<file path="config.mk">
export PLATFORM = sky130hd
export DESIGN_NAME = display_scan_flat
export DESIGN_NICKNAME = d
export VERILOG_FILES = /design/src/rtl/display_scan_pkg.sv /design/src/rtl/display_scan_if.sv /design/src/rtl/display_scan_prescaler.sv /design/src/rtl/display_scan.sv /design/src/flat_wrapper.sv
export SDC_FILE = /design/constraint.sdc
export NUM_CORES = 1
export LEC_CHECK = 0
export CAP_MARGIN = 20
export CORE_MARGIN = 8
export CORE_UTILIZATION = 53
export CTS_CLUSTER_SIZE = 10
export DETAILED_ROUTE_END_ITERATION = 7
export GPL_ROUTABILITY_DRIVEN = 0
export HOLD_SLACK_MARGIN = 0.12
export PLACE_DENSITY = 0.76
export SLEW_MARGIN = 20
export SYNTH_ARGS = -nofsm -noshare
export SYNTH_HDL_FRONTEND = slang
export SYNTH_SLANG_ARGS = --single-unit
export TNS_END_PERCENT = 100
</file>
<file path="constraint.sdc">
create_clock -name clk -period 3.65 [get_ports clk]
set_clock_uncertainty 0.1 [all_clocks]
set_input_delay 0.5475 -clock clk [delete_from_list [all_inputs] [get_ports clk]]
set_output_delay 0.5475 -clock clk [all_outputs]
set_load 0.02 [all_outputs]
</file>
<file path="src/rtl/display_scan_pkg.sv">
// display_scan_pkg: shared anode codes, digit indices and anode-select helper for the display scanner.
package display_scan_pkg;
    localparam logic [3:0] AN_OFF = 4'b1111;
    localparam logic [3:0] AN_D0  = 4'b1110;
    localparam logic [3:0] AN_D1  = 4'b1101;
    localparam logic [3:0] AN_D2  = 4'b1011;
    localparam logic [3:0] AN_D3  = 4'b0111;

    typedef enum logic [1:0] {
        DIG_SEC_ONES = 2'd0,
        DIG_SEC_TENS = 2'd1,
        DIG_MIN_ONES = 2'd2,
        DIG_MIN_TENS = 2'd3
    } dig_e;

    function automatic logic [3:0] an_sel(input logic [1:0] idx);
        return idx == DIG_SEC_ONES ? AN_D0 :
               idx == DIG_SEC_TENS ? AN_D1 :
               idx == DIG_MIN_ONES ? AN_D2 : AN_D3;
    endfunction
endpackage

</file>
<file path="src/rtl/display_scan_if.sv">
// display_scan_if: digit/mode inputs and scan outputs between the stopwatch core and the display.
interface display_scan_if;
    logic [15:0] digits_in;
    logic        adjust_en;
    logic        adjust_sel;
    logic        blank_lead_zero;
    logic [3:0]  display_state;
    logic [3:0]  anode;
    logic [1:0]  digit_idx;
    logic        frame_start;

    modport master(
        output digits_in, adjust_en, adjust_sel, blank_lead_zero,
        input  display_state, anode, digit_idx, frame_start
    );
    modport slave(
        input  digits_in, adjust_en, adjust_sel, blank_lead_zero,
        output display_state, anode, digit_idx, frame_start
    );
endinterface

</file>
<file path="src/rtl/display_scan_prescaler.sv">
// scan_prescaler: free-running divider, one-cycle tick every DIV clocks.
module scan_prescaler #(
    parameter int DIV = 100000
) (
    input  logic clk,
    input  logic rst_n,
    output logic tick
);
    localparam int W = DIV > 1 ? $clog2(DIV) : 1;
    logic [W-1:0] cnt_q, cnt_d;

    always_comb begin
        tick  = cnt_q == W'(DIV - 1);
        cnt_d = tick ? '0 : cnt_q + W'(1);
    end

    always_ff @(posedge clk or negedge rst_n)
        if (!rst_n) cnt_q <= '0;
        else        cnt_q <= cnt_d;
endmodule

</file>
<file path="src/rtl/display_scan.sv">
// display_scan: multiplexes MM:SS BCD digits onto a 4-digit display with
// per-frame snapshots, adjust-pair blinking and leading-zero blanking.
module display_scan
    import display_scan_pkg::*;
#(
    parameter int REFRESH_DIV = 100000,
    parameter int BLINK_TICKS = 250
) (
    input logic           clk,
    input logic           rst_n,
    display_scan_if.slave bus
);
    localparam int BW = BLINK_TICKS > 1 ? $clog2(BLINK_TICKS) : 1;

    logic          tick, wrap, blank, blink_wrap;
    logic [1:0]    idx_q, idx_d;
    logic [15:0]   shadow_q, shadow_d, src;
    logic [3:0]    nib, ds_q, ds_d, an_q, an_d;
    logic          fs_q, fs_d, phase_q, phase_d;
    logic [BW-1:0] bcnt_q, bcnt_d;

    scan_prescaler #(.DIV(REFRESH_DIV)) u_pre (.clk(clk), .rst_n(rst_n), .tick(tick));

    // On the wrap to digit 0 the value being captured is shown directly, so the
    // new frame is coherent from its first slot.
    always_comb begin
        wrap       = idx_q == DIG_MIN_TENS;
        idx_d      = tick ? idx_q + 2'd1 : idx_q;
        src        = wrap ? bus.digits_in : shadow_q;
        nib        = src[{idx_d, 2'b00} +: 4];
        shadow_d   = tick && wrap ? bus.digits_in : shadow_q;
        fs_d       = tick && wrap;
        blank      = (bus.adjust_en && phase_q && idx_d[1] != bus.adjust_sel) ||
                     (bus.blank_lead_zero && idx_d == DIG_MIN_TENS && src[15:12] == 4'd0);
        ds_d       = tick ? (nib > 4'd9 ? 4'd0 : nib) : ds_q;
        an_d       = tick ? (blank ? AN_OFF : an_sel(idx_d)) : an_q;
        blink_wrap = bcnt_q == BW'(BLINK_TICKS - 1);
        bcnt_d     = !tick ? bcnt_q : !bus.adjust_en || blink_wrap ? '0 : bcnt_q + BW'(1);
        phase_d    = !tick ? phase_q : bus.adjust_en && (phase_q ^ blink_wrap);
    end

    always_ff @(posedge clk or negedge rst_n)
        if (!rst_n) begin
            idx_q    <= DIG_MIN_TENS;
            shadow_q <= '0;
            ds_q     <= '0;
            an_q     <= AN_OFF;
            fs_q     <= 1'b0;
            phase_q  <= 1'b0;
            bcnt_q   <= '0;
        end else begin
            idx_q    <= idx_d;
            shadow_q <= shadow_d;
            ds_q     <= ds_d;
            an_q     <= an_d;
            fs_q     <= fs_d;
            phase_q  <= phase_d;
            bcnt_q   <= bcnt_d;
        end

    assign bus.display_state = ds_q;
    assign bus.anode         = an_q;
    assign bus.digit_idx     = idx_q;
    assign bus.frame_start   = fs_q;
endmodule
</file>
<file path="src/flat_wrapper.sv">
// flat-port wrapper written by rule: the top's interface ports become plain ports
module display_scan_flat import display_scan_pkg::*;
#(
    parameter int REFRESH_DIV = 100000,
    parameter int BLINK_TICKS = 250
)
  (clk, rst_n, bus_digits_in, bus_adjust_en, bus_adjust_sel, bus_blank_lead_zero, bus_display_state, bus_anode, bus_digit_idx, bus_frame_start);
  display_scan_if bus_i ();
  input logic clk;
  input logic rst_n;
  input wire logic [$bits(bus_i.digits_in)-1:0] bus_digits_in;
  input wire logic [$bits(bus_i.adjust_en)-1:0] bus_adjust_en;
  input wire logic [$bits(bus_i.adjust_sel)-1:0] bus_adjust_sel;
  input wire logic [$bits(bus_i.blank_lead_zero)-1:0] bus_blank_lead_zero;
  output wire logic [$bits(bus_i.display_state)-1:0] bus_display_state;
  output wire logic [$bits(bus_i.anode)-1:0] bus_anode;
  output wire logic [$bits(bus_i.digit_idx)-1:0] bus_digit_idx;
  output wire logic [$bits(bus_i.frame_start)-1:0] bus_frame_start;
  assign bus_i.digits_in = bus_digits_in;
  assign bus_i.adjust_en = bus_adjust_en;
  assign bus_i.adjust_sel = bus_adjust_sel;
  assign bus_i.blank_lead_zero = bus_blank_lead_zero;
  assign bus_display_state = bus_i.display_state;
  assign bus_anode = bus_i.anode;
  assign bus_digit_idx = bus_i.digit_idx;
  assign bus_frame_start = bus_i.frame_start;
  display_scan #(.REFRESH_DIV(REFRESH_DIV), .BLINK_TICKS(BLINK_TICKS)) u_core (.clk(clk), .rst_n(rst_n), .bus(bus_i));
endmodule
</file>
== After elaboration in Yosys (flattened, before gate mapping) ==
Cells that the tools add are included.

* Add/sub/neg operators: 3
* Multiply operators: 0
* Div/mod/pow operators: 0
* $lt $le $gt $ge: 1
* Eq/ne operators: 7
* Shift-type cells: 1
* Mux-type cells: 9
* Bitwise logic cells: 1
* Reduce and logical (&&, ||, !) cells: 11

{| class="wikitable"
|+ Operator list
! operator !! number
|-
| two-way mux 4 bit || 5
|-
| adder 17 x 1 -> 17 bit (second input constant) || 1
|-
| equality test 17 bit (second input constant) || 1
|-
| two-way mux 17 bit || 1
|-
| two-way mux 16 bit || 1
|-
| indexed part select 16 x 5 -> 4 bit || 1
|-
| adder 8 x 1 -> 8 bit (second input constant) || 1
|-
| equality test 8 bit (second input constant) || 1
|-
| two-way mux 8 bit || 1
|-
| equality test 2 bit (second input constant) || 3
|-
| logical AND 1 bit || 6
|-
| greater-than comparator 4 bit (second input constant) || 1
|-
| zero test 4 bit || 1
|-
| adder 2 x 1 -> 2 bit (second input constant) || 1
|-
| equality test 2 x 1 -> 1 bit (second input constant) || 1
|-
| zero test 2 bit || 1
|-
| logical OR 1 bit || 2
|-
| two-way mux 2 bit || 1
|-
| zero test 1 bit || 1
|-
| inequality test 1 bit || 1
|-
| bitwise XOR 1 bit || 1
|}

* Register bits after elaboration: 53
* Latch bits: 0
* RAM bits: 0
* Memory bits (read-only): 0
* Input port bits: 21
* Word-level logic and storage cells: 41
* Memories: 0

== Logic depth before layout (Yosys ltp) ==
* Depth after elaboration: 7
* Mapped depth: 7
* Depth with buffers taken out: 6

== Modules after synthesis ==
From an unflattened synthesis, not the netlist that was laid out.

* Cell total of the unflattened synthesis: 236
* Area, all modules: 2717.6 um^2

{| class="wikitable"
|+ By module, submodules not included
! module !! instances !! cells each !! area each (um^2) !! seq. area each (um^2)
|-
| display_scan || 1 || 162 || 1924.3 || 908.4
|-
| scan_prescaler || 1 || 74 || 793.3 || 425.4
|}

== Least setup slack after synthesis ==
No wires, ideal clock.

* Path type: register to register
* Start: register u_core.idx_q[0] (netlist: u_core.bus.digit_idx[0])
* End: register u_core.ds_q[0] (netlist: u_core.bus.display_state[0])
* Setup time: 0.095 ns
* Data arrival time: 2.245 ns
* Path slack: 1.210 ns
* Stages on the path, launching flop included: 7
* Cells stage by stage: dfstp_2 -> ha_1 -> buf_1 -> mux4_2 -> mux2i_1 -> a21oi_1 -> o31ai_1

* Cells in the longest elaborated chain, start to end: 5
* Elaborated cells between the ends (all ways): 7
* Classes of those cells: add/sub (1); order compare (1); eq/ne (1); shift (1); mux (3)

{| class="wikitable"
|+ Ends and longest elaborated chain
! what !! RTL line !! source
|-
| start: declaration || display_scan.sv:16 || <nowiki>logic [1:0] idx_q, idx_d;</nowiki>
|-
| start signal: assignment || display_scan.sv:52 || <nowiki>idx_q <= idx_d;</nowiki>
|-
| adder 2 x 1 -> 2 bit or equality test 2 bit (tied branches) || display_scan.sv:28, display_scan.sv:27 ||
|-
| two-way mux 2 bit or two-way mux 16 bit (tied branches) || display_scan.sv:28, display_scan.sv:29 ||
|-
| indexed part select 16 x 5 -> 4 bit (*) || display_scan.sv:30 || <nowiki>nib = src[{idx_d, 2'b00} +: 4];</nowiki>
|-
| greater-than comparator 4 bit || display_scan.sv:35 || <nowiki>ds_d = tick ? (nib > 4'd9 ? 4'd0 : nib) : ds_q;</nowiki>
|-
| two-way mux 4 bit (*) || display_scan.sv:35 ||
|-
| end signal: assignment || display_scan.sv:54 || <nowiki>ds_q <= ds_d;</nowiki>
|-
| end: declaration || display_scan.sv:18 || <nowiki>logic [3:0] nib, ds_q, ds_d, an_q, an_d;</nowiki>
|}

Every way passes the cells marked *; elsewhere a longest branch is shown, timed or not.
A chain may end at the register's enable or synchronous reset.

== Worst setup path after layout ==
* Start: register u_core.u_pre.cnt_q[0]
* End: register u_core.bcnt_q[4]

* Cells in the longest elaborated chain, start to end: 1

{| class="wikitable"
|+ Ends and longest elaborated chain
! what !! RTL line !! source
|-
| start: declaration || display_scan_prescaler.sv:10 || <nowiki>logic [W-1:0] cnt_q, cnt_d;</nowiki>
|-
| start signal: assignment || display_scan_prescaler.sv:19 || <nowiki>else cnt_q <= cnt_d;</nowiki>
|-
| equality test 17 bit || display_scan_prescaler.sv:13 || <nowiki>tick = cnt_q == W'(DIV - 1);</nowiki>
|-
| end signal: assignment || display_scan.sv:58 || <nowiki>bcnt_q <= bcnt_d;</nowiki>
|-
| end: declaration || display_scan.sv:20 || <nowiki>logic [BW-1:0] bcnt_q, bcnt_d;</nowiki>
|}

Every way passes these cells.

==> Implementation_results.wiki <==
{| class="wikitable"
! Metric !! Value
|-
| Leakage power summed over all cells || 1.292 nW
|-
| Final antenna diode count || 0
|-
| Finished Cell Area || 0.003151 sq mm
|-
| Sinks on Clock Net || 53
|-
| Kind of capture point of the worst setup path || flop
|-
| Cells along the critical path || ha_1 > nand4_1 > or4_1 > a21oi_1 > mux2i_1
|-
| Global routing usage summed across all routing layers || 15.04%
|-
| Category of the most critical setup path || reg -> reg
|-
| Count of standard-cell rows || 26
|-
| Switching power share of the total || 21.33%
|-
| VDD IR-drop max || 0.2242 mV
|-
| P&R area growth vs syn || 18.16%
|-
| Net count after synthesis || 252
|-
| Summed instance area of the synthesized netlist || 0.002666 sq mm
|-
| Sequential Area || 0.001334 sq mm
|-
| Number of violations of the max-capacitance limit || 0
|-
| Number of setup buffers added after CTS || 0
|-
| Post-cts repair resize count || 0
|-
| CTS tree || yes
|-
| Ranking of synthesized cells by area || dfrtp_1 44%, mux2_1 6.8%, mux4_2 6.8%
|-
| Fin. Hold Viols || 0
|-
| Critical path arrival || 2.56 ns
|-
| Die Area || 0.007556 sq mm
|-
| H-tree levels || 2
|-
| Clock buffers created by TritonCTS || 5
|-
| Final period utilization || 67.70%
|-
| Overflow after GRT || 0
|-
| Antenna violations before repair || 0
|-
| Worst Tran Pin Value || 0.7594 ns
|-
| DP Area || 0.003037 sq mm
|-
| Number of DRC markers after the initial detailed-route iteration || 64
|-
| Clk pin slew, worst setup/hold paths || 0.10 ns
|-
| Horiz. Die Dim || 86.93 um
|-
| Maximum number of pins on one net before global-route repair || 45
|-
| Cell internal power dissipation || 832.2 uW
|-
| Crit path max-delay family || simple AND/OR/NAND/NOR gates
|-
| Number of different library cells in the post-synthesis netlist || 45
|-
| Buffers & Inverters on Critical Path || 0
|-
| Vias per cell || 5.612
|-
| Post-CTS Hold Buffers || 0
|-
| Detailed placement HPWL || 3.746 mm
|-
| Outcome || finished, final reports clean
|-
| Clock group share of total power || 37.8%
|-
| Synthesized flop and latch total || 53
|-
| Primary FF master, synth || dfrtp_1
|-
| Buffer depth of the longest clock path || 2
|-
| Clk_lat worst skew || 0.31 ns
|-
| DRT Wirelength || 5.273 mm
|-
| Final critical delay including setup and external delays || 2.471 ns
|-
| I/O pins || 32
|-
| Number of enable-type register cells in the synthesized netlist || 0
|-
| Clock Tree Root || clkbuf_8
|-
| Area taken by multi-input logic gates || 0.001280 sq mm
|-
| First drt pass iteration count || 4
|-
| Via count of the first global-routing pass || 1839
|-
| Synthesized area per cell || 11.75 sq um
|-
| Cell type of the slowest stage on the worst timing path || or4_1
|-
| Total number of vias || 1852
|-
| Highest net fanout along the worst path || 17
|-
| Async SR Flop Fraction || 100.0%
|-
| Setup TNS after final layout || 0 ns
|-
| Max Freq || 404.7 MHz
|-
| Sequential-to-total area share from yosys stat || 50.02%
|-
| Combinational share of power || 5.4%
|-
| Crit start category || flop
|-
| Required time at the endpoint of the critical path || 3.74 ns
|-
| Placed Cells incl. Taps || 322
|-
| RSZ-0062 raised after global routing || false
|-
| Count of input and output buffers || 31
|-
| Final Net Count || 284
|-
| Max-slew violations || 0
|-
| Power share of the sequential group || 56.8%
|-
| Largest area contributor in the netlist || dfrtp_1
|-
| Count of fill cells added during filler insertion || 387
|-
| Hold/Removal Path Class || in -> async
|-
| Final standard cell count with taps included and fillers excluded || 330
|-
| Delay contributed by the slowest stage of the critical path || 0.91 ns
|-
| Number of nets with antenna violations after routing || 0
|-
| Finish-stage setup viols || 0
|-
| Die extent in y || 86.93 um
|-
| Residual DRC || 0
|-
| Gate Count Post-Synth || 227
|-
| Average wire length per cell after detail routing || 15.98 um
|-
| Share of post-route cells with drive strength above 1 || 13.08%
|-
| Power per Cell Area || 335.8 mW/mm^2
|-
| Core region area || 0.004977 sq mm
|-
| Initial Utilization || 53.57%
|-
| Yosys warning count || 0
|-
| Area share of the largest cell type after synthesis || 44.11%
|-
| Worst slew margin relative to its limit || 48.90%
|-
| Global-route wire length before repair || 8.921 mm
|-
| Psw || 225.7 uW
|}
-- through the flow --
step	hold slack [ns]	setup WS (ns)	total power [mW]	util, %
6_report	0.1173	1.179	1.058	63.30
5_1_grt	0.1619	1.026	1.098	63.30
4_1_cts	0.3185	1.155	1.067	63.17
3_5_place_dp	0.3716	1.180	0.6696	61.01
3_3_place_gp	0.3650	1.208	0.6683	61.01
2_1_floorplan	0.1519	1.210	0.6292	-
-- metal layers --
| layer | wire length, um | vias up | GRT usage (%) |
|---|---|---|---|
| li1 | - | 895 | - |
| met1 | 2522 | 922 | 20.13 |
| met2 | 2511 | 31 | 23.04 |
| met3 | 185 | 4 | 3.774 |
| met4 | 53 | 0 | 5.321 |
| met5 | 0 | - | 0 |
-- worst paths after layout --
path                                                    from                           endpoint  slack (ns)  cells after the start
min reg2reg                u_core.bus.digit_idx[1]$_DFF_PN1_  u_core.bus.digit_idx[1]$_DFF_PN1_        0.39                      2
min in group clk           u_core.bus.digit_idx[1]$_DFF_PN1_  u_core.bus.digit_idx[1]$_DFF_PN1_        0.39                      2
max in group asynchronous                              rst_n    u_core.bus.anode[3]$_DFFE_PN1N_        2.71                      2
max                          u_core.u_pre.cnt_q[0]$_DFF_PN0_       u_core.bcnt_q[4]$_DFFE_PN0N_        1.18                      5
max reg2reg                  u_core.u_pre.cnt_q[0]$_DFF_PN0_       u_core.bcnt_q[4]$_DFFE_PN0N_        1.18                      5
min                                                    rst_n       u_core.bcnt_q[0]$_DFFE_PN0N_        0.12                      1
-- kinds of logic (layout without fill, tap and decap cells) --
group	count (synthesis)	count (layout)	share of synthesized area, %
adder cells (fa/ha/maj)	4	4	1.877
flip-flops	53	53	50.02
AND/OR/NAND/NOR	87	87	19.24
AO/OA/AOI/OAI	22	22	4.552
XOR/XNOR	14	14	4.599
buffers and inverters	13	46	2.440
multiplexers	34	34	17.27
-- flip-flops by register name (all words and copies together) (netlist names) --
signal,flops
u_core.bus.digit_idx,2
u_core.phase_q,1
u_core.u_pre.cnt_q,17
u_core.bus.anode,4
u_core.bus.frame_start,1
u_core.bus.display_state,4
u_core.shadow_q,16
u_core.bcnt_q,8
-- synthesized netlist by cell type, types with 2 or more instances --
| library cell | count |
|---|---|
| and3_1 | 4 |
| nand4_1 | 5 |
| a31oi_1 | 3 |
| nor4_2 | 2 |
| dfrtp_1 | 47 |
| o21ai_0 | 2 |
| mux2_1 | 16 |
| nand4b_1 | 2 |
| nand3_1 | 14 |
| o21ai_1 | 6 |
| buf_2 | 4 |
| nor2_1 | 13 |
| and4_1 | 3 |
| mux2i_1 | 10 |
| a21oi_1 | 8 |
| or4b_2 | 3 |
| xor2_1 | 3 |
| nor3_1 | 5 |
| ha_1 | 4 |
| nor4_1 | 2 |
| mux4_2 | 8 |
| nand2_1 | 19 |
| or4bb_1 | 3 |
| and2_1 | 2 |
| inv_1 | 4 |
| xnor2_1 | 11 |
| dfstp_2 | 6 |
-- power groups by stage --
stage	clock [mW]	combinational, mW	sequential (mW)
after global placement	0	0.0567	0.612
after floorplan	0	0.0186	0.611
after detailed placement	0	0.0574	0.612
after global routing	0.433	0.0631	0.602
final	0.400	0.0567	0.601
after CTS	0.409	0.0574	0.601
-- area by class of cell --
| type | count | area share [%] |
|---|---|---|
| sequential | 53 | 42.34 |
| inverter | 5 | 0.5957 |
| timing repair buffer | 33 | 10.25 |
| tap | 70 | 2.780 |
| multi-input combinational | 161 | 40.63 |
| clock inverter | 2 | 1.112 |
| clock buffer | 6 | 2.303 |
-- worst reg2reg max path, delay by kind of cell (launching register included) --
| family | cells | cell delay, ns |
|---|---|---|
| and+or+nand+nor | 2 | 1.24 |
| muxes | 1 | 0.10 |
| AOI/OAI and AO/OA | 1 | 0.27 |
| DFF | 1 | 0.41 |
| adders and majority gates | 1 | 0.24 |
-- placed cells by master, fill, tap and decap left out, types with 2 or more instances in the layout --
master,n
a21oi_1,8
a31oi_1,3
and2_1,2
and3_1,4
and4_1,3
buf_4,3
clkbuf_8,5
clkdlybuf4s50_1,30
dfrtp_1,47
dfstp_2,6
ha_1,4
inv_1,4
mux2_1,16
mux2i_1,10
mux4_2,8
nand2_1,19
nand3_1,14
nand4_1,5
nand4b_1,2
nor2_1,13
nor3_1,5
nor4_1,2
o21ai_0,2
o21ai_1,6
or4b_2,3
or4bb_1,3
xnor2_1,11
xor2_1,3
No activity file was read; power rests on OpenSTA's default activity.
